`config.mk`:
```
export PLATFORM = sky130hd
export DESIGN_NAME = risc_controller_flat
export DESIGN_NICKNAME = d
export VERILOG_FILES = /design/src/rtl/risc_controller_if.sv /design/src/rtl/risc_controller.sv /design/src/flat_wrapper.sv
export SDC_FILE = /design/constraint.sdc
export NUM_CORES = 1
export LEC_CHECK = 0
export CAP_MARGIN = 5
export CORE_MARGIN = 2
export CORE_UTILIZATION = 39
export CTS_CLUSTER_DIAMETER = 40
export DETAILED_ROUTE_END_ITERATION = 8
export HOLD_SLACK_MARGIN = 0.15
export PLACE_DENSITY = 0.88
export SLEW_MARGIN = 0
export SYNTH_ARGS = -nofsm -noshare
export SYNTH_HDL_FRONTEND = slang
export SYNTH_SLANG_ARGS = --single-unit
```
`constraint.sdc`:
```
create_clock -name clk -period 2.65 [get_ports clk]
set_input_delay 0.795 -clock clk [delete_from_list [all_inputs] [get_ports clk]]
set_output_delay 0.795 -clock clk [all_outputs]
set_load 0.01 [all_outputs]
```
`src/rtl/risc_controller_if.sv`:
```
// Control interface between the RISC control FSM and its datapath.
// The master side is the controller: it takes the start handshake and the
// instruction word, and drives every datapath strobe and select.
interface risc_controller_if #(
   parameter int WIDTH = 16
);
   logic             s;
   logic [WIDTH-1:0] in;
   logic             w;
   logic             illegal;
   logic [2:0]       readnum;
   logic [2:0]       writenum;
   logic             loada;
   logic             loadb;
   logic             loadc;
   logic             loads;
   logic             write;
   logic             asel;
   logic             bsel;
   logic             vsel;
   logic [1:0]       shift;
   logic [1:0]       ALUop;
   logic [WIDTH-1:0] sximm5;
   logic [WIDTH-1:0] sximm8;

   modport master (
      input  s, in,
      output w, illegal, readnum, writenum,
             loada, loadb, loadc, loads, write,
             asel, bsel, vsel, shift, ALUop, sximm5, sximm8
   );

   modport slave (
      output s, in,
      input  w, illegal, readnum, writenum,
             loada, loadb, loadc, loads, write,
             asel, bsel, vsel, shift, ALUop, sximm5, sximm8
   );
endinterface

```
`src/rtl/risc_controller.sv`:
```
// Multi-cycle control FSM for the RISC datapath.
//
// state        | meaning
// -------------+-----------------------------------------------------
// ST_WAIT      | idle, w=1; accepts a new instruction when s=1
// ST_DECODE    | classify IR; flags illegal encodings and returns
// ST_WRITE_IMM | write sign-extended imm8 into Rn
// ST_GET_A     | read Rn into the A register
// ST_GET_B     | read Rm into the B register
// ST_ALU       | shift/ALU operation; load C (or status for CMP)
// ST_WRITE_REG | write C into Rd
module risc_controller #(
   parameter int WIDTH = 16
) (
   input  logic              clk,
   input  logic              reset,
   risc_controller_if.master bus
);

   typedef enum logic [2:0] {
      ST_WAIT,
      ST_DECODE,
      ST_WRITE_IMM,
      ST_GET_A,
      ST_GET_B,
      ST_ALU,
      ST_WRITE_REG
   } state_t;

   typedef enum logic [2:0] {
      I_MOV_IMM,
      I_MOV_REG,
      I_ADD,
      I_CMP,
      I_AND,
      I_MVN,
      I_ILLEGAL
   } instr_t;

   state_t           state;
   state_t           state_next;
   instr_t           kind;
   logic [WIDTH-1:0] ir;
   logic [2:0]       rn;
   logic [2:0]       rd;
   logic [2:0]       rm;
   logic [1:0]       sh;

   assign rn = ir[10:8];
   assign rd = ir[7:5];
   assign sh = ir[4:3];
   assign rm = ir[2:0];

   // Immediates come straight from IR so they are valid in every state.
   assign bus.sximm5 = {{(WIDTH-5){ir[4]}}, ir[4:0]};
   assign bus.sximm8 = {{(WIDTH-8){ir[7]}}, ir[7:0]};

   // Instruction register: loaded only on acceptance, held until the next one.
   always_ff @(posedge clk) begin
      if (reset) begin
         ir <= '0;
      end else if (state == ST_WAIT && bus.s) begin
         ir <= bus.in;
      end
   end

   // State register.
   always_ff @(posedge clk) begin
      if (reset) begin
         state <= ST_WAIT;
      end else begin
         state <= state_next;
      end
   end

   // Instruction class from opcode/op.
   always_comb begin
      kind = I_ILLEGAL;
      case (ir[15:11])
         5'b110_10: kind = I_MOV_IMM;
         5'b110_00: kind = I_MOV_REG;
         5'b101_00: kind = I_ADD;
         5'b101_01: kind = I_CMP;
         5'b101_10: kind = I_AND;
         5'b101_11: kind = I_MVN;
         default:   kind = I_ILLEGAL;
      endcase
   end

   // Next state and Moore outputs; reset masks every output so no write
   // can leak out in the cycle an instruction is aborted.
   always_comb begin
      state_next   = state;
      bus.w        = 1'b0;
      bus.illegal  = 1'b0;
      bus.readnum  = 3'd0;
      bus.writenum = 3'd0;
      bus.loada    = 1'b0;
      bus.loadb    = 1'b0;
      bus.loadc    = 1'b0;
      bus.loads    = 1'b0;
      bus.write    = 1'b0;
      bus.asel     = 1'b0;
      bus.bsel     = 1'b0;
      bus.vsel     = 1'b0;
      bus.shift    = 2'd0;
      bus.ALUop    = 2'd0;

      if (!reset) begin
         case (state)
            ST_WAIT: begin
               bus.w = 1'b1;
               if (bus.s) state_next = ST_DECODE;
            end
            ST_DECODE: begin
               case (kind)
                  I_MOV_IMM:           state_next = ST_WRITE_IMM;
                  I_ADD, I_CMP, I_AND: state_next = ST_GET_A;
                  I_MOV_REG, I_MVN:    state_next = ST_GET_B;
                  default: begin
                     bus.illegal = 1'b1;
                     state_next  = ST_WAIT;
                  end
               endcase
            end
            ST_WRITE_IMM: begin
               bus.writenum = rn;
               bus.vsel     = 1'b1;
               bus.write    = 1'b1;
               state_next   = ST_WAIT;
            end
            ST_GET_A: begin
               bus.readnum = rn;
               bus.loada   = 1'b1;
               state_next  = ST_GET_B;
            end
            ST_GET_B: begin
               bus.readnum = rm;
               bus.loadb   = 1'b1;
               state_next  = ST_ALU;
            end
            ST_ALU: begin
               bus.shift = sh;
               case (kind)
                  I_MOV_REG: begin
                     bus.asel  = 1'b1;
                     bus.loadc = 1'b1;
                  end
                  I_ADD: begin
                     bus.loadc = 1'b1;
                  end
                  I_AND: begin
                     bus.ALUop = 2'b10;
                     bus.loadc = 1'b1;
                  end
                  I_MVN: begin
                     bus.asel  = 1'b1;
                     bus.ALUop = 2'b11;
                     bus.loadc = 1'b1;
                  end
                  I_CMP: begin
                     bus.ALUop = 2'b01;
                     bus.loads = 1'b1;
                  end
                  default: ;
               endcase
               state_next = (kind == I_CMP) ? ST_WAIT : ST_WRITE_REG;
            end
            ST_WRITE_REG: begin
               bus.writenum = rd;
               bus.write    = 1'b1;
               state_next   = ST_WAIT;
            end
            default: state_next = ST_WAIT;
         endcase
      end
   end

endmodule
```
`src/flat_wrapper.sv`:
```
// flat-port wrapper written by rule: the top's interface ports become plain ports
module risc_controller_flat 
#(
   parameter int WIDTH = 16
)
  (clk, reset, bus_s, bus_in, bus_w, bus_illegal, bus_readnum, bus_writenum, bus_loada, bus_loadb, bus_loadc, bus_loads, bus_write, bus_asel, bus_bsel, bus_vsel, bus_shift, bus_ALUop, bus_sximm5, bus_sximm8);
  risc_controller_if #(.WIDTH(WIDTH)) bus_i ();
  input  logic clk;
  input  logic reset;
  input wire logic [$bits(bus_i.s)-1:0] bus_s;
  input wire logic [$bits(bus_i.in)-1:0] bus_in;
  output wire logic [$bits(bus_i.w)-1:0] bus_w;
  output wire logic [$bits(bus_i.illegal)-1:0] bus_illegal;
  output wire logic [$bits(bus_i.readnum)-1:0] bus_readnum;
  output wire logic [$bits(bus_i.writenum)-1:0] bus_writenum;
  output wire logic [$bits(bus_i.loada)-1:0] bus_loada;
  output wire logic [$bits(bus_i.loadb)-1:0] bus_loadb;
  output wire logic [$bits(bus_i.loadc)-1:0] bus_loadc;
  output wire logic [$bits(bus_i.loads)-1:0] bus_loads;
  output wire logic [$bits(bus_i.write)-1:0] bus_write;
  output wire logic [$bits(bus_i.asel)-1:0] bus_asel;
  output wire logic [$bits(bus_i.bsel)-1:0] bus_bsel;
  output wire logic [$bits(bus_i.vsel)-1:0] bus_vsel;
  output wire logic [$bits(bus_i.shift)-1:0] bus_shift;
  output wire logic [$bits(bus_i.ALUop)-1:0] bus_ALUop;
  output wire logic [$bits(bus_i.sximm5)-1:0] bus_sximm5;
  output wire logic [$bits(bus_i.sximm8)-1:0] bus_sximm8;
  assign bus_i.s = bus_s;
  assign bus_i.in = bus_in;
  assign bus_w = bus_i.w;
  assign bus_illegal = bus_i.illegal;
  assign bus_readnum = bus_i.readnum;
  assign bus_writenum = bus_i.writenum;
  assign bus_loada = bus_i.loada;
  assign bus_loadb = bus_i.loadb;
  assign bus_loadc = bus_i.loadc;
  assign bus_loads = bus_i.loads;
  assign bus_write = bus_i.write;
  assign bus_asel = bus_i.asel;
  assign bus_bsel = bus_i.bsel;
  assign bus_vsel = bus_i.vsel;
  assign bus_shift = bus_i.shift;
  assign bus_ALUop = bus_i.ALUop;
  assign bus_sximm5 = bus_i.sximm5;
  assign bus_sximm8 = bus_i.sximm8;
  risc_controller #(.WIDTH(WIDTH)) u_core (.clk(clk), .reset(reset), .bus(bus_i));
endmodule
```
## Word-level counts from Yosys, hierarchy flattened

Index checks and enable logic that the tools add are counted.

| storage, ports and cells | value |
|---|---|
| word-level logic and storage cells | 64 |
| flip-flop bits (word level) | 19 |
| bits of input ports | 19 |
| output and inout port bits | 52 |

| cells by class | value |
|---|---|
| mux-type cells | 36 |
| reductions and logical operators | 8 |
| eq/ne operators | 18 |

Operators with widths:

| kind | count |
|---|---|
| == test 5 bit (second input constant) | 6 |
| 2-to-1 mux 1 bit | 22 |
| one-hot mux 3 bit (6 select lines) | 1 |
| == test 3 bit (second input constant) | 5 |
| one-hot mux 3 bit (5 select lines) | 1 |
| == test 3 x 2 -> 1 bit (second input constant) | 4 |
| 2-to-1 mux 3 bit | 4 |
| one-hot mux 3 bit (2 select lines) | 2 |
| one-hot mux 3 bit (3 select lines) | 1 |
| 2-to-1 mux 2 bit | 4 |
| == test 3 x 1 -> 1 bit (second input constant) | 2 |
| zero test 3 bit | 2 |
| one-hot mux 2 bit (3 select lines) | 1 |
| OR reduction 6 bit | 1 |
| OR reduction 2 bit | 2 |
| OR reduction 4 bit | 1 |
| OR reduction 3 bit | 1 |
| != test 2 bit (second input constant) | 1 |
| logical AND 1 bit | 1 |

## Longest topological paths before layout

| depth | value |
|---|---|
| depth in word-level cells | 7 |
| gate-level depth with buffers | 5 |
| mapped depth without buffers | 3 |

## Worst setup path before layout

OpenSTA, ideal clock, no wires.

| path | value |
|---|---|
| path type | input-to-output |
| start | in reset |
| end | out bus_writenum[0] |
| stages | 3 |
| data arrival time | 1.699 ns |
| data required time | 1.855 ns |
| buffers on the path | 1 |
| slack | 0.156 ns |
| path through | clkbuf_1 or3b_2 nor2_1 |

| on the way | value |
|---|---|
| longest elaborated chain between the ends | 1 |

Ends and longest elaborated chain:

| what | line | text |
|---|---|---|
| start, declared | flat_wrapper.sv:9 | `input logic reset;` |
| 2-to-1 mux 3 bit | risc_controller.sv:109 | `if (!reset) begin` |
| end, declared | flat_wrapper.sv:15 | `output wire logic [$bits(bus_i.writenum)-1:0] bus_writenum;` |

Every way passes these cells.

## Final worst setup path

| path | value |
|---|---|
| start | in reset |
| end | out bus_writenum[2] |

The elaborated chain is that of the path after synthesis.

==> run metrics <==
Power, Total 0.664 mW; final setup TNS 0 ns; critical setup path kind in2out; met2 WL 1600 um; Setup Slack @ Placement -0.642 ns; worst-margin pin slew 0.553 ns; vias in the first global route 1,126; worst hold path depth 2; Mapped Cells 171; H-tree depth 1; crit-path max FO 5; final hold slack 0.484 ns; Routed WL 3170 um; slowest CP cell or3b_4; Worst path depth 4; DR iter-0 viols 79; Layout Cells excl Fill 260; Top delay family on crit path simple AND/OR/NAND/NOR gates; first-pass GRT wire length 5310 um; largest net degree at the start of global routing 17; Core Box Area 3280 um^2; Die ar. 3870 um^2; final setup vio count 0; Core Util, Final 0.583; PD cells 347 nW/um^2; max_cap viols 0; Mapped Nets 190; GRT Total Usage 0.165; syn_area_per_cell 7.73 um^2; Peak Freq 0.400 GHz; CTS max path bufs 2; Met1 Wirelength 1350 um; Worst Skew 0.00846 ns; initial antenna violation count 0; IO Port Bufs 69; Slowest Stage Delay on Critical Path 0.44 ns; WP data arrival 1.71 ns; post-route cell area 1920 um^2; outcome finished clean; RSZ-0062 raised after global routing no; drt wl/cell 12.2 um; Num CTS Buffers 3; io pins 71; GPL Wtd Cong 0.910; Distinct cells, synth 35; Rows 21; Startpoint Class input pin; vias post-DR 1,201; sequential area share after synthesis 0.288; Starting Density 0.403; DP Wirelength 2430 um; P_leak 0.780 nW; Hold Path Class reg2reg; grt ovf 0; metal3 WL 191 um; crit path time final 2.50 ns; Yosys reg bits 19; Inserted Diodes 0; CTS root buf clkbuf_4; Slew Viols, Final 0; fin crit share 0.944; CTS tree yes; clk slew on worst S/H paths 0.11 ns; VDD IR max 0.239 mV; Net count, final 234; share of layout cells above drive strength 1 0.187; placed inst area 1870 um^2; most common cell after layout, fill and taps aside clkdlybuf4s50_1; Die Span X 62.2 um; cell area after synthesis 1320 um^2; Area Overhead vs Synth 44.8%; max_slew headroom 0.632; clk_lat worst skew 0.30 ns; final setup margin 0.148 ns; most frequent cells in the layout clkdlybuf4s50_1, nand2_1, dfxtp_1; Post-DRT Antenna Nets 0; final hold violation count 0; Remaining DRCs 0; CP bufs+invs 2; WP data required 1.86 ns; R2R cell count 4; Die H 62.2 um; Via density 4.62; crit path capture type primary output; CP cell instances clkbuf_2, or3b_4, nor2_1, clkdlybuf4s15_2; highest metal used met4; First-pass DRT Iterations 4; Synth Warn # 0; cell count after placement 256; clock tree sinks 19
==> per-layer routing <==
layer  global-route usage  vias up
li1                     -      628
met1                0.202      531
met2                0.291       38
met3               0.0417        4
met4               0.0417        0
met5                    0        -
==> worst paths after layout <==
| check | from | endpoint | slack (ns) |
|---|---|---|---|
| max | reset | bus_writenum[2] | 0.15 |
| min | u_core.ir[10]$_SDFFE_PP0P_ | u_core.ir[10]$_SDFFE_PP0P_ | 0.48 |
| max reg2reg | u_core.state[0]$_SDFFE_PP0P_ | u_core.ir[15]$_SDFFE_PP0P_ | 0.85 |
| min reg2reg | u_core.ir[10]$_SDFFE_PP0P_ | u_core.ir[10]$_SDFFE_PP0P_ | 0.48 |
==> power breakdown <==
part           internal, mW  switching, mW  leakage, nW  total (mW)
Sequential            0.303         0.0235        0.157       0.326
Combinational         0.111         0.0809        0.606       0.192
Clock                0.0562         0.0899       0.0177       0.146
==> area by class of cell <==
type | count | area [um^2]
clock inverter | 1 | 5.00
timing repair buffer | 83 | 764
multi-input combinational | 106 | 676
inverter | 2 | 7.51
fill | 305 | 1370
tap | 46 | 57.6
clock buffer | 3 | 22.5
sequential | 19 | 383
==> worst min-delay path: stages, from the launching register on <==
cell and delay [ns]:
dfxtp_1 0.34, nand2_1 0.06, a21oi_1 0.05
==> registers in the layout (all words and copies together), names as in the netlist <==
name	cells
u_core.state	3
u_core.ir	16
==> what timing repair did <==
item | CTS | global route
gates resized for setup | 40 | 9
hold buffers | 0 | 0
buffers inserted | 0 | 0
endpoints found under the setup margin | 19 | 12
pin swaps | 0 | 3
==> Yosys cell counts <==
master	count	area (um^2)
nand2_1	36	135
a21oi_1	16	80.1
nor2_1	10	37.5
nor3_1	4	20.0
nor4b_1	1	8.76
conb_1	1	3.75
buf_4	35	263
and2_1	4	25.0
nand2b_1	2	12.5
a2111oi_2	3	45.0
nor2b_1	1	6.26
buf_2	5	25.0
a31oi_1	2	12.5
o21ai_0	1	5.00
nand4bb_1	1	11.3
o21ai_1	1	5.00
or3b_1	1	8.76
and4b_1	1	10.0
a2111oi_0	1	8.76
nor3b_1	4	30.0
or3b_2	1	8.76
nor4b_4	1	23.8
o22ai_1	1	6.26
a21o_1	2	15.0
dfxtp_1	19	380
a22oi_1	3	22.5
and3b_1	1	8.76
inv_1	2	7.51
or4b_1	1	10.0
nand3b_1	1	7.51
clkbuf_1	3	11.3
nor4_1	1	6.26
nand3b_4	1	20.0
buf_6	1	11.3
mux2i_1	3	30.0
==> cell families after synthesis <==
| family | Yosys count | synth area share |
|---|---|---|
| other | 1 | 0.00284 |
| AND/OR/NAND/NOR | 72 | 0.295 |
| multiplexers | 3 | 0.0227 |
| buffers and inverters | 46 | 0.240 |
| AO/OA/AOI/OAI | 30 | 0.151 |
| flip-flops | 19 | 0.288 |
No activity file was read; power rests on OpenSTA's default activity.
